==> config.mk <==
export PLATFORM = sky130hd
export DESIGN_NAME = fpu_op_sequencer
export DESIGN_NICKNAME = d
export VERILOG_FILES = /design/src/rtl/fpu_pkg.sv /design/src/rtl/fpu_req_fifo.sv /design/src/rtl/fpu_op_sequencer.sv
export SDC_FILE = /design/constraint.sdc
export NUM_CORES = 1
export LEC_CHECK = 0
export BUFFER_PORTS_ARGS = -buffer_cell sky130_fd_sc_hd__buf_4
export CORE_ASPECT_RATIO = 0.9
export CORE_MARGIN = 8
export CORE_UTILIZATION = 30
export CTS_BUF_LIST = sky130_fd_sc_hd__clkbuf_4 sky130_fd_sc_hd__clkbuf_8 sky130_fd_sc_hd__clkbuf_16
export CTS_CLUSTER_DIAMETER = 60
export CTS_CLUSTER_SIZE = 10
export DETAILED_ROUTE_END_ITERATION = 8
export PLACE_DENSITY = 0.57
export REMOVE_ABC_BUFFERS = 1
export SLEW_MARGIN = 20
export SYNTH_ARGS = -nofsm -noshare
export SYNTH_HDL_FRONTEND = slang
export SYNTH_HIERARCHICAL = 1
export SYNTH_SLANG_ARGS = --single-unit
==> constraint.sdc <==
create_clock -name clk -period 3.4 [get_ports clk]
set_clock_uncertainty 0.15 [all_clocks]
set_input_delay 0.17 -clock clk [delete_from_list [all_inputs] [get_ports clk]]
set_output_delay 0.17 -clock clk [all_outputs]
set_load 0.05 [all_outputs]
==> src/rtl/fpu_pkg.sv <==
// Shared types and constants for the FPU operation sequencer and its request FIFO.
// Also holds the NaN classification helper applied when a result is captured.
package fpu_pkg;

  typedef enum logic [1:0] {
    OP_ADD = 2'b00,
    OP_SUB = 2'b01,
    OP_MUL = 2'b10,
    OP_DIV = 2'b11
  } op_e;

  typedef enum logic [1:0] {
    IDLE  = 2'b00,
    DRIVE = 2'b01,
    HOLD  = 2'b10
  } seq_state_e;

  typedef struct packed {
    logic [31:0] a;
    logic [31:0] b;
    op_e         op;
  } fpu_req_t;

  localparam logic [7:0]  EXP_ALL_ONES = 8'hFF;
  localparam logic [31:0] QNAN         = 32'h7FC0_0000;

  // The divider raises no flag of its own, so a NaN-encoded quotient is detected here.
  function automatic logic nan_detect(input logic flag, input op_e op, input logic [31:0] result);
    return flag | ((op == OP_DIV) && (result[30:23] == EXP_ALL_ONES) && (result[22:0] != 23'd0));
  endfunction

endpackage

==> src/rtl/fpu_req_fifo.sv <==
// Request FIFO for the FPU sequencer: DEPTH entries of fpu_req_t.
// Pointers wrap modulo DEPTH; occupancy is tracked in a separate count.
module fpu_req_fifo
  import fpu_pkg::*;
#(
  parameter int DEPTH = 4
) (
  input  logic                     clk,
  input  logic                     rst,
  input  logic                     push,
  input  fpu_req_t                 push_data,
  input  logic                     pop,
  output fpu_req_t                 pop_data,
  output logic                     full,
  output logic                     empty,
  output logic [$clog2(DEPTH):0]   count
);

  localparam int PW = $clog2(DEPTH);

  fpu_req_t          mem_r [DEPTH];
  logic [PW-1:0]     wr_ptr_r;
  logic [PW-1:0]     rd_ptr_r;
  logic [PW:0]       count_r;
  logic              push_ok_s;
  logic              pop_ok_s;

  assign full      = (count_r == (PW+1)'(DEPTH));
  assign empty     = (count_r == (PW+1)'(0));
  assign count     = count_r;
  assign pop_data  = mem_r[rd_ptr_r];
  assign push_ok_s = push && !full;
  assign pop_ok_s  = pop && !empty;

  // Storage is not reset: only count_r decides which entries are live.
  always_ff @(posedge clk) begin
    if (push_ok_s) begin
      mem_r[wr_ptr_r] <= push_data;
    end
  end

  // Pointer and occupancy bookkeeping.
  always_ff @(posedge clk) begin
    if (rst) begin
      wr_ptr_r <= PW'(0);
      rd_ptr_r <= PW'(0);
      count_r  <= (PW+1)'(0);
    end else begin
      if (push_ok_s) begin
        wr_ptr_r <= wr_ptr_r + PW'(1);
      end
      if (pop_ok_s) begin
        rd_ptr_r <= rd_ptr_r + PW'(1);
      end
      case ({push_ok_s, pop_ok_s})
        2'b10:   count_r <= count_r + (PW+1)'(1);
        2'b01:   count_r <= count_r - (PW+1)'(1);
        default: count_r <= count_r;
      endcase
    end
  end

endmodule

==> src/rtl/fpu_op_sequencer.sv <==
// Registered front-end for a combinational FPU: queues requests, holds operands for
// SETTLE cycles, then offers the captured result on a valid/ready response port.
module fpu_op_sequencer
  import fpu_pkg::*;
#(
  parameter int DEPTH  = 4,
  parameter int SETTLE = 2
) (
  input  logic        clk,
  input  logic        rst,
  input  logic        req_valid,
  output logic        req_ready,
  input  logic [31:0] req_a,
  input  logic [31:0] req_b,
  input  logic [1:0]  req_op,
  output logic [31:0] fpu_A,
  output logic [31:0] fpu_B,
  output logic [1:0]  fpu_Opcode,
  input  logic [31:0] fpu_Result,
  input  logic        fpu_NaN_error,
  output logic        rsp_valid,
  input  logic        rsp_ready,
  output logic [31:0] rsp_result,
  output logic        rsp_nan,
  output logic [1:0]  rsp_op,
  output logic        busy
);

  localparam int CW = (SETTLE > 1) ? $clog2(SETTLE) : 1;
  localparam int QW = $clog2(DEPTH) + 1;

  seq_state_e     state_r;
  seq_state_e     state_next_s;
  logic [CW-1:0]  settle_cnt_r;
  logic [CW-1:0]  settle_cnt_next_s;
  logic           pop_s;
  logic           capture_s;
  logic           push_s;
  fpu_req_t       req_s;
  fpu_req_t       head_s;
  logic           fifo_full_s;
  logic           fifo_empty_s;
  logic [QW-1:0]  fifo_count_s;

  logic [31:0]    fpu_a_r;
  logic [31:0]    fpu_b_r;
  op_e            fpu_op_r;
  logic           rsp_valid_r;
  logic [31:0]    rsp_result_r;
  logic           rsp_nan_r;
  op_e            rsp_op_r;

  assign req_ready = !fifo_full_s;
  assign push_s    = req_valid && req_ready;
  assign req_s     = '{a: req_a, b: req_b, op: op_e'(req_op)};

  fpu_req_fifo #(
    .DEPTH (DEPTH)
  ) u_fifo (
    .clk       (clk),
    .rst       (rst),
    .push      (push_s),
    .push_data (req_s),
    .pop       (pop_s),
    .pop_data  (head_s),
    .full      (fifo_full_s),
    .empty     (fifo_empty_s),
    .count     (fifo_count_s)
  );

  // Next-state logic: a pop always reloads the settle window and enters DRIVE.
  always_comb begin
    state_next_s      = state_r;
    settle_cnt_next_s = settle_cnt_r;
    pop_s             = 1'b0;
    capture_s         = 1'b0;
    case (state_r)
      IDLE: begin
        if (!fifo_empty_s) begin
          pop_s             = 1'b1;
          settle_cnt_next_s = CW'(SETTLE - 1);
          state_next_s      = DRIVE;
        end else begin
          state_next_s      = IDLE;
        end
      end
      DRIVE: begin
        if (settle_cnt_r == CW'(0)) begin
          capture_s         = 1'b1;
          state_next_s      = HOLD;
        end else begin
          settle_cnt_next_s = settle_cnt_r - CW'(1);
          state_next_s      = DRIVE;
        end
      end
      HOLD: begin
        if (rsp_ready) begin
          if (!fifo_empty_s) begin
            pop_s             = 1'b1;
            settle_cnt_next_s = CW'(SETTLE - 1);
            state_next_s      = DRIVE;
          end else begin
            state_next_s      = IDLE;
          end
        end else begin
          state_next_s      = HOLD;
        end
      end
      default: begin
        state_next_s = IDLE;
      end
    endcase
  end

  // State, operand and response registers; reset discards any in-flight work.
  always_ff @(posedge clk) begin
    if (rst) begin
      state_r      <= IDLE;
      settle_cnt_r <= CW'(0);
      fpu_a_r      <= 32'h0000_0000;
      fpu_b_r      <= 32'h0000_0000;
      fpu_op_r     <= OP_ADD;
      rsp_valid_r  <= 1'b0;
      rsp_result_r <= 32'h0000_0000;
      rsp_nan_r    <= 1'b0;
      rsp_op_r     <= OP_ADD;
    end else begin
      state_r      <= state_next_s;
      settle_cnt_r <= settle_cnt_next_s;
      rsp_valid_r  <= (state_next_s == HOLD);
      if (pop_s) begin
        fpu_a_r  <= head_s.a;
        fpu_b_r  <= head_s.b;
        fpu_op_r <= head_s.op;
      end
      if (capture_s) begin
        rsp_result_r <= fpu_Result;
        rsp_op_r     <= fpu_op_r;
        rsp_nan_r    <= nan_detect(fpu_NaN_error, fpu_op_r, fpu_Result);
      end
    end
  end

  assign fpu_A      = fpu_a_r;
  assign fpu_B      = fpu_b_r;
  assign fpu_Opcode = fpu_op_r;
  assign rsp_valid  = rsp_valid_r;
  assign rsp_result = rsp_result_r;
  assign rsp_nan    = rsp_nan_r;
  assign rsp_op     = rsp_op_r;
  assign busy       = (state_r != IDLE) || (fifo_count_s != QW'(0));

endmodule

==> impl_metrics.toml, run 1 <==
[power]
p_total_mw = 16.4
power.density_mw_per_mm2 = 889
ir_drop_mv = 0.553
leakage_nw = 6.54

[routing]
routedWlPerCell_um = 18.0
vias_per_cell = 4.48
vias = 8230
drc = 0
first_pass_iters = 4
first_iter_violations = 436
finalWirelength_mm = 33.0
ant_nets = 0

[worst_setup_path]
slowest_stage = "dfxtp_1"
path_cells = "nor3_1 > or3_4 > clkinv_4 > o31ai_1 > inv_1 > ha_1 > inv_1 > fa_1 > xor2_1 > or3_1 > a21oi_1"
crit_required_ns = 3.72
cp_common_cell = "inv_1"
crit_fanout = 29
critPathCaptureType = "register"
crit_type = "reg2reg"
cpPeakStageDelay_ns = 0.42
startpoint_type = "register"
cp.arrival_ns = 3.21

[layout]
final_util_pct = 40.8
design_area_sq_mm = 0.0185
area_delta_synth_final_pct = 34.9
drive_gt1_share_pct = 30.9
nets = 1302

[synth]
synth_area_leaders = "edfxtp_1 58%, dfxtp_1 17%, mux4_2 11%, nand2_1 5.6%, a21oi_1 3.9%"
synth_area_sq_mm = 0.0137
yosysSeqAreaShare_pct = 74.5
synth_area_leader_cell = "edfxtp_1"
async_flop_share_pct = 0
synth_flop_cell = "edfxtp_1"
synth_common_cells = "264 x edfxtp_1, 204 x nand2_1, 114 x dfxtp_1, 107 x a21oi_1, 66 x mux4_2"
yosys_warnings = 6
ys_types = 31
synthCells = 870
yosys.area.top_type_share_pct = 57.8
yosysMostFrequentCell = "edfxtp_1"
syn_avg_cell_area_sq_um = 15.8
ys_ff_latch = 378
synth-edff-count = 264

[clock_network]
cts_resized = 0
cts.path.max_buffers = 3
cts_made_buffers = 46
path_clk_slew_ns = 0.05
clock_sinks = 378
clock_latency_ns = 0.55
clockRootBuffer = "clkbuf_16"
ctsHtreeMaxLevel = 2
cts_tree = "built"

[floorplanning]
ioPinCount = 207
die_w_um = 241
start_util_pct = 30.3
core_sq_mm = 0.0453
rows = 74
die_h_um = 219
dieArea_sq_mm = 0.0528

[placed_design]
gp_congestion = 0.888
place_area_sq_mm = 0.0160
place.port_buffers = 206
place_hpwl_mm = 19.7

[worst_hold_path]
min_path_type = "in2reg"

[sta]
max_freq_mhz = 346
slew_violations = 0
rsz0062_at_grt = "no"
fin_crit_sh_pct = 85.0
finalHoldViolCount = 0
slew_headroom_pct = 41.0
setup_viol = 0
fin_crit_ns = 2.89
max_slew.worst_pin.slew_ns = 0.885

[status]
status = "finished, final reports clean"

[global_route]
grt_overflow = 0
grt_use_total_pct = 12.4
grt_pass1_wl_mm = 50.7
grt_pass1_vias = 8879
antenna_found_initial = 2
grt_max_degree = 68

[job]
timing.max_cap.violations = 0
-- routing by layer --
metal  up-vias  global-route usage [%]  share of wire [%]
li1       3869                       -                  -
met1      4057                    16.3                 45
met2       236                    19.7                 45
met3        68                    3.16                7.1
met4         0                    4.56                2.7
met5         -                       0                  0
-- critical path: cells and delay by family, from the launching register on --
family,cells,cell delay [ns]
xor+xnor,1,0.16
flops,1,0.42
simple gates,3,0.83
fa+ha+maj,2,0.56
buf+inv,3,0.36
compound gates,2,0.31
-- layout make-up --
type                            count  area (sq um)
Tap cell                          608           761
Timing Repair Buffer              324          2780
Clock inverter                      5          61.3
Inverter                           10          42.5
Sequential cell                   378         10200
Fill cell                        4146         26800
Multi-Input combinational cell    433          3190
Clock buffer                       77          1430
Antenna cell                        2          5.00
-- power breakdown --
part           leakage, nW  switching, mW  internal [mW]  total (mW)
Sequential            3.35          0.467           5.85        6.31
Clock                0.762           1.79           2.94        4.74
Combinational         2.42           3.54           1.85        5.38
-- cell usage in the layout (no fill, tap or decap), types with 6 or more instances in the layout --
| cell type | count |
|---|---|
| edfxtp_1 | 264 |
| buf_4 | 215 |
| nand2_1 | 204 |
| dfxtp_1 | 112 |
| a21oi_1 | 107 |
| dlygate4sd3_1 | 102 |
| mux4_2 | 66 |
| clkbuf_16 | 48 |
| clkbuf_4 | 27 |
| inv_1 | 9 |
| nor2_1 | 9 |
| buf_12 | 7 |
| nor4_1 | 6 |
-- timing repair --
action | in CTS | in global routing
setup buffers | 0 | 0
hold endpoints to repair | 302 | 0
hold buffers | 102 | 0
-- path summary, 6_finish.rpt --
| check | from | to | slack (ns) | depth (start not counted) |
|---|---|---|---|---|
| max | u_fifo/count[1] | u_fifo/count[2] | 0.51 | 11 |
| min | req_a[31] | u_fifo/mem_r[3][65] | 0.21 | 2 |
| max reg2reg | u_fifo/count[1] | u_fifo/count[2] | 0.51 | 11 |
| min reg2reg | fpu_B[11] | fpu_B[11] | 0.30 | 2 |
-- through the flow --
step | setup WS, ns | setup TNS [ns] | std cells | hold WS, ns
2_1_floorplan | -0.486 | -31.46 | 821 | 0.0891
6_report | 0.509 | 0 | 1837 | 0.211
5_1_grt | 0.300 | 0 | 1837 | 0.186
3_3_place_gp | 0.569 | 0 | 1651 | 0.222
3_5_place_dp | 0.514 | 0 | 1651 | 0.226
4_1_cts | 0.493 | 0 | 1835 | 0.167
-- logic make-up after synthesis --
logic type,Yosys count,share of synthesized area (%)
AOI/OAI and AO/OA,112,4.13
muxes,67,10.9
buffers and inverters,59,2.38
adders and majority gates,6,0.602
xor gates and xnor gates,3,0.192
and+or+nand+nor,245,7.29
DFF,378,74.5
-- sequential cells by signal, summed over array words and instances (netlist names), named ones only --
register and flops:
fpu_A 32, fpu_B 32, fpu_Opcode 2, rsp_nan 1, rsp_op 2, rsp_result 32
rsp_valid 1, settle_cnt_r 1, state_r 2, u_fifo/count 3, u_fifo/mem_r 264, u_fifo/rd_ptr_r 2
u_fifo/wr_ptr_r 2
Note: power is estimated with default switching activity, not from simulation.
==> run 2: changes to the inputs <==
Settings changed: CORE_UTILIZATION 30 to 50, PLACE_DENSITY 0.57 to 0.81.
==> impl_metrics.toml, run 2 (synthesis results as in run 1) <==
[routing]
drt-met1-wl_mm = 13.1
route.met2.wl_mm = 16.0
first_iter_violations = 554
vias = 8478
ant_nets = 0
routedWlPerCell_um = 20.3
highest_layer = "met5"
drc = 0
finalWirelength_mm = 32.0
first_pass_iters = 5
met3_length_mm = 2.46
vias_per_cell = 5.37

[power]
ir_drop_mv = 0.592
power.density_mw_per_mm2 = 897
p_total_mw = 16.2
leakage_nw = 6.50

[sta]
fin_crit_sh_pct = 77.7
fin_crit_ns = 2.64
rsz0062_at_grt = "no"
slew_headroom_pct = 44.4
max_freq_mhz = 379
slew_violations = 0
finalHoldViolCount = 0
setup_viol = 0
max_slew.worst_pin.slew_ns = 0.833
setup_tns_ns = 0

[worst_setup_path]
regToRegStartpoint = "u_fifo/count[2]"
reg2reg_to = "u_fifo/count[2]"
crit_type = "reg2reg"
crit_fanout = 6
crit_required_ns = 3.69
startpoint_type = "register"
critPathCaptureType = "register"
r2r_slack_ns = 0.76
cp.arrival_ns = 2.93
r2r_cells = 11

[layout]
final_common_cell = "edfxtp_1"
final_cell_mix = "264 x edfxtp_1, 214 x buf_4, 204 x nand2_1"
fill_cells = 1773
regMostFlops = "u_fifo/mem_r"
largest_reg_flops = 264
drive_gt1_share_pct = 30.7
area_delta_synth_final_pct = 31.9
nets = 1298

[global_route]
grt_pass1_wl_mm = 50.3
grt_pass1_vias = 9097
antenna_found_initial = 2
grt_overflow = 0
grt_use_total_pct = 19.1
grt_max_degree = 72

[placed_design]
place_hpwl_mm = 18.7
place.port_buffers = 206
gp_congestion = 0.825

[status]
status = "finished, final reports clean"

[floorplanning]
dieArea_sq_mm = 0.0330
die_h_um = 173
rows = 57
core_sq_mm = 0.0270
ioPinCount = 207
start_util_pct = 50.8
die_w_um = 191

[clock_network]
clock_latency_ns = 0.53
path_clk_slew_ns = 0.05
cts_tree = "built"
clockRootBuffer = "clkbuf_16"
clock_sinks = 378
cts_made_buffers = 44
cts_resized = 0
cts.path.max_buffers = 3
ctsHtreeMaxLevel = 2

[worst_hold_path]
min_from = "rst"
hold_path_depth = 2
min_path_type = "in2reg"
holdPathEnd = "fpu_A[22]"

[job]
timing.max_cap.violations = 0
## run 2: through the flow
step | std cells | setup WS [ns] | hold WS, ns | cell area [sq um] | util (%)
global placement | 1396 | 0.812 | 0.221 | 15600 | 58.0
floorplan | 821 | -0.486 | 0.0891 | 13400 | -
global route | 1578 | 0.536 | 0.0785 | 18100 | 67.1
CTS | 1577 | 0.749 | 0.0401 | 18100 | 67.1
detailed placement | 1396 | 0.765 | 0.223 | 15600 | 58.0
finish | 1578 | 0.759 | 0.0633 | 18100 | 67.1
## run 2: power by group
| part | switching, mW | internal (mW) | leakage (nW) |
|---|---|---|---|
| clock network | 1.69 | 2.80 | 0.732 |
| logic | 3.52 | 1.85 | 2.42 |
| registers | 0.504 | 5.85 | 3.35 |
## run 2: area by class of cell
cell class | count | area, sq um | share of cell area, %
well taps | 354 | 443 | 2.45
clock inverters | 3 | 27.5 | 0.152
repair buffers | 322 | 2760 | 15.2
diodes | 1 | 2.50 | 0.0138
inverters | 10 | 42.5 | 0.235
clock buffers | 77 | 1400 | 7.75
multi-input cells | 433 | 3190 | 17.7
flip-flops and latches | 378 | 10200 | 56.5
## run 2: per-layer routing
metal	vias up	GRT usage, %
met5	-	0
met3	50	4.22
li1	3866	-
met1	4202	24.7
met4	2	5.14
met2	358	32.1
## run 2: how the worst max path moves through the flow
stage / startpoint / endpoint / cells after the start
after global routing: u_fifo/count[2] / u_fifo/count[2] / 11
after global placement: u_fifo/count[2] / u_fifo/count[2] / 11
after detailed placement: u_fifo/count[2] / u_fifo/count[2] / 11
after CTS: u_fifo/count[2] / u_fifo/count[2] / 11
after floorplan: u_fifo/count[1] / u_fifo/count[2] / 11
final: u_fifo/count[2] / u_fifo/count[2] / 11
## run 2: repair_timing
item                      CTS  global route
buffers inserted            0             0
hold endpoints to repair  300             0
hold buffers              101             0
## run 2: critical path, cell delays in order (launching register included)
cell and delay (ns):
dfxtp_1 0.39, nor3b_1 0.43, nor2b_1 0.09, inv_1 0.09, nor2_1 0.11, inv_1 0.10, ha_1 0.18, inv_1 0.06
fa_1 0.37, xor2_1 0.16, or3_1 0.31, a21oi_1 0.13
